$ cat src/rtl/state_sequencer.sv
// Upstream state sequencer for the oscillator configuration stage.
// Optional SEQ_AUTOCYCLE_EN adds auto_en for timed round-robin cycling.
module state_sequencer #(
  parameter int DWELL_TICKS = 4000,
  parameter int CNT_W       = 16,
  parameter int NUM_STATES  = 5
) (
  input  logic       clk,
  input  logic       rst,
  input  logic       clk_en,
  input  logic       req_valid,
  input  logic [2:0] req_state,
`ifdef SEQ_AUTOCYCLE_EN
  input  logic       auto_en,
`endif
  output logic       req_ready,
  output logic [2:0] state_select,
  output logic       state_changed,
  output logic       req_rejected,
  output logic       dwell_active
);

  typedef enum logic {IDLE, DWELL} fsm_t;

  localparam logic [3:0] NS = 4'(NUM_STATES);
  localparam logic [CNT_W-1:0] DW = CNT_W'(DWELL_TICKS);

  fsm_t             fsm;
  logic [CNT_W-1:0] cnt;
  logic             xfer;
  logic             legal;
  logic             auto_go;
  logic             change;
  logic [2:0]       new_sel;

  assign xfer  = req_valid && req_ready;
  assign legal = {1'b0, req_state} < NS;

`ifdef SEQ_AUTOCYCLE_EN
  localparam logic [2:0] LAST = 3'(NUM_STATES - 1);
  logic [2:0] nxt_auto;
  assign nxt_auto = (state_select == LAST) ? 3'd0 : state_select + 3'd1;
  assign auto_go  = (fsm == IDLE) && auto_en && !req_valid && clk_en;
  assign new_sel  = xfer ? req_state : nxt_auto;
`else
  assign auto_go  = 1'b0;
  assign new_sel  = req_state;
`endif

  // A handshake always wins; auto_go already excludes req_valid.
  assign change = (xfer && legal && (req_state != state_select)) || auto_go;

  always_ff @(posedge clk or posedge rst) begin
    if (rst) begin
      fsm           <= IDLE;
      cnt           <= '0;
      req_ready     <= 1'b1;
      state_select  <= 3'd0;
      state_changed <= 1'b0;
      req_rejected  <= 1'b0;
      dwell_active  <= 1'b0;
    end else begin
      state_changed <= 1'b0;
      req_rejected  <= 1'b0;
      unique case (fsm)
        IDLE: begin
          if (xfer && !legal) begin
            req_rejected <= 1'b1;
          end else if (change) begin
            state_select  <= new_sel;
            state_changed <= 1'b1;
            if (DWELL_TICKS != 0) begin
              fsm          <= DWELL;
              cnt          <= DW;
              req_ready    <= 1'b0;
              dwell_active <= 1'b1;
            end
          end
        end
        DWELL: begin
          if (clk_en) begin
            if (cnt <= 1) begin
              fsm          <= IDLE;
              cnt          <= '0;
              req_ready    <= 1'b1;
              dwell_active <= 1'b0;
            end else begin
              cnt <= cnt - 1'b1;
            end
          end
        end
        default: fsm <= IDLE;
      endcase
    end
  end

endmodule

$ cat config.mk
export PLATFORM = sky130hd
export DESIGN_NAME = state_sequencer
export DESIGN_NICKNAME = d
export VERILOG_FILES = /design/src/rtl/state_sequencer.sv
export SDC_FILE = /design/constraint.sdc
export NUM_CORES = 1
export LEC_CHECK = 0
export BUFFER_PORTS_ARGS = -buffer_cell sky130_fd_sc_hd__buf_2
export CAP_MARGIN = 20
export CORE_ASPECT_RATIO = 1.1
export CORE_MARGIN = 2
export CORE_UTILIZATION = 40
export DETAILED_ROUTE_END_ITERATION = 12
export HOLD_SLACK_MARGIN = 0.08
export PLACE_DENSITY = 0.57
export SETUP_SLACK_MARGIN = 0.4
export SYNTH_ARGS = -nofsm -noshare
export SYNTH_HDL_FRONTEND = slang
export SYNTH_SLANG_ARGS = --single-unit
export TNS_END_PERCENT = 30
$ cat constraint.sdc
create_clock -name clk -period 2.43 [get_ports clk]
set_input_delay 0.243 -clock clk [delete_from_list [all_inputs] [get_ports clk]]
set_output_delay 0.243 -clock clk [all_outputs]
set_load 0.01 [all_outputs]
==> flow_summary.json <==
{
  "outcome": "complete, no violations",
  "cts_tree": "yes",
  "dr.pass1.iters": 4,
  "switching_share_pct": 22.3,
  "grt_overflow_total": 0,
  "synthesis.nets": 148,
  "cellPowerDensity_nw_per_um2": 387,
  "cp_max_fo": 6,
  "synth_edf_count": 0,
  "nFillCells": 292,
  "drive_above_1_share_pct": 27.5,
  "slew_headroom_pct": 39.5,
  "worst_slew_pin_slew_ns": 0.907,
  "yosys_register_bits": 24,
  "crit_arrival_ns": 2.37,
  "grt_first_pass_wirelength_um": 5310,
  "drtIter0Drc": 16,
  "wirelength_um": 2990,
  "syn_to_final_growth_pct": 20.8,
  "p_sw_mw": 0.135,
  "period_needed_ns": 2.15,
  "timing.final.crit_share_pct": 88.4,
  "core_um2": 3070,
  "hold_viol_final": 0,
  "synth_cell_types": 40,
  "tns_ns": 0,
  "grt_pass1_vias": 1177,
  "nNetsFinal": 177,
  "io_buffers": 13,
  "synth-async-reset-ratio_pct": 100,
  "cts_buffers": 3,
  "ir_worst_vdd_mv": 0.274,
  "die_h_um": 63.6,
  "post_drt_via_cell_ratio": 5.54,
  "path_clk_slew_ns": 0.14,
  "seq_area_frac_synth_pct": 46.5,
  "vias": 1113,
  "wl_per_cell_um": 14.9,
  "final_common_cell": "dfrtp_1",
  "min-delay-path-class": "input port to asynchronous set/reset pin",
  "layout_setup_ws_ns": 0.282,
  "antenna_found_initial": 0,
  "setup_viol": 0,
  "clock_sinks": 24,
  "ios": 14,
  "final_cell_mix": "23 x dfrtp_1, 14 x buf_4, 13 x a21oi_1, 13 x buf_2, 12 x nor2_1",
  "dpl.hpwl_um": 2050,
  "power_mw": 0.604,
  "clkPwrFrac_pct": 30.8,
  "grt_max_degree": 25,
  "synthFlopType": "dfrtp_1",
  "required_ns": 2.65,
  "syn_inst": 139,
  "syn_avg_cell_area_um2": 9.31,
  "syn_area_um2": 1290,
  "maxCapViolations": 0,
  "rows": 21,
  "comb_power_share_pct": 3.0,
  "clock_skew_ns": 0.00151,
  "clock_path_buffers": 2,
  "drtAntennaViolNets": 0,
  "start_util_pct": 42.1,
  "pre_cts_slack_ns": 0.149,
  "track_usage_pct": 18.4,
  "antenna_cells": 0,
  "insertion_delay_ns": 0.31,
  "crit_type": "flip-flop to flip-flop",
  "drcViolationCount": 0,
  "critPathLaunchType": "flip-flop",
  "htreeDepth": 1,
  "fmax_mhz": 466,
  "p_int_mw": 0.469,
  "r2r_slack_ns": 0.28,
  "rsz0062_at_grt": "yes",
  "die-area_um2": 3710,
  "die_x_um": 58.2,
  "leakagePower_nw": 0.727,
  "gp_congestion": 0.829,
  "cts_root_buf": "clkbuf_4",
  "end_kind": "flip-flop",
  "slew_violations": 0,
  "seqPwrFrac_pct": 66.1,
  "synth-warning-count": 0
}
## per-stage QoR
stage               cells  instance area [um^2]  hold WS [ns]  util [%]
floorplan             139                  1300         0.257         -
global placement      184                  1400         0.483      45.6
detailed placement    184                  1400         0.502      45.6
CTS                   198                  1540         0.130      50.0
global route          201                  1560         0.155      50.8
finish                201                  1560         0.103      50.8
## path summary, 6_finish.rpt
check | depth (start not counted) | startpoint | end
min in group clk | 3 | req_valid | req_rejected
max in group asynchronous | 2 | rst | cnt[14]
hold reg to reg | 2 | req_ready | req_rejected
setup / recovery | 7 | cnt[12] | cnt[2]
setup reg to reg | 7 | cnt[12] | cnt[2]
hold / removal | 2 | rst | req_rejected
## Yosys cell counts, drive strengths merged (2+ instances only)
library cell / number / area [um^2]
a21oi: 13 / 65.1
a22o: 5 / 43.8
buf: 3 / 17.5
clkbuf: 3 / 11.3
dfrtp: 23 / 576
ha: 2 / 25.0
inv: 6 / 22.5
mux2: 4 / 45.0
nand2: 11 / 41.3
nand3: 3 / 15.0
nor2: 13 / 48.8
nor3: 6 / 30.0
nor4: 5 / 37.5
o21ai: 14 / 70.1
o31ai: 2 / 20.0
or3: 4 / 30.0
or4: 3 / 26.3
xor2: 3 / 26.3
## worst max-delay path, cell delays in order, from the launching register on
cell and delay (ns):
dfrtp_1 0.41, or3_4 0.39, or4_4 0.52, o31ai_4 0.21
buf_6 0.16, buf_6 0.12, o21ai_0 0.07, a22o_1 0.18
## registers in the layout, summed over array words and instances (netlist names)
name and count:
cnt 16, state_select 3, dwell_active 1, fsm 1, req_ready 1, state_changed 1, req_rejected 1
## repair_timing
item                       4_1_cts  5_1_grt
gates resized for setup         10        2
pin swaps                        7        3
setup buffers                   10        3
gates cloned                     0        0
setup endpoints to repair       19       19
hold buffers                     0        0
## metal layers
metal / part of all wire, % / global-route usage (%)
met4: 1.5 / 6.98
met3: 1.8 / 1.85
met5: 0 / 0
met1: 49 / 24.6
met2: 48 / 30.3
## logic make-up (layout without fill, tap and decap cells)
| kind of cell | Yosys count | after routing | synth area share [%] |
|---|---|---|---|
| AOI/OAI and AO/OA | 41 | 41 | 20.0 |
| xor gates and xnor gates | 3 | 3 | 2.03 |
| adders and majority gates | 2 | 2 | 1.93 |
| buffers and inverters | 12 | 40 | 3.97 |
| DFF | 24 | 24 | 46.5 |
| muxes | 4 | 4 | 3.48 |
| and+or+nand+nor | 53 | 53 | 22.1 |
## layout make-up
type	instances	area (um^2)	area share, %
Clock buffer	4	26.3	1.68
Timing Repair Buffer	30	204	13.1
Inverter	6	22.5	1.44
Multi-Input combinational cell	103	666	42.6
Sequential cell	24	602	38.5
Tap cell	34	42.5	2.72
## power by group through the flow
stage          clock network, mW  registers [mW]  logic, mW
2_1_floorplan                  0           0.407    0.00945
3_3_place_gp                   0           0.407     0.0185
3_5_place_dp                   0           0.407     0.0191
4_1_cts                    0.195           0.400     0.0190
5_1_grt                    0.216           0.400     0.0218
6_report                   0.186           0.400     0.0183
Note: power is estimated with default switching activity, not from simulation.
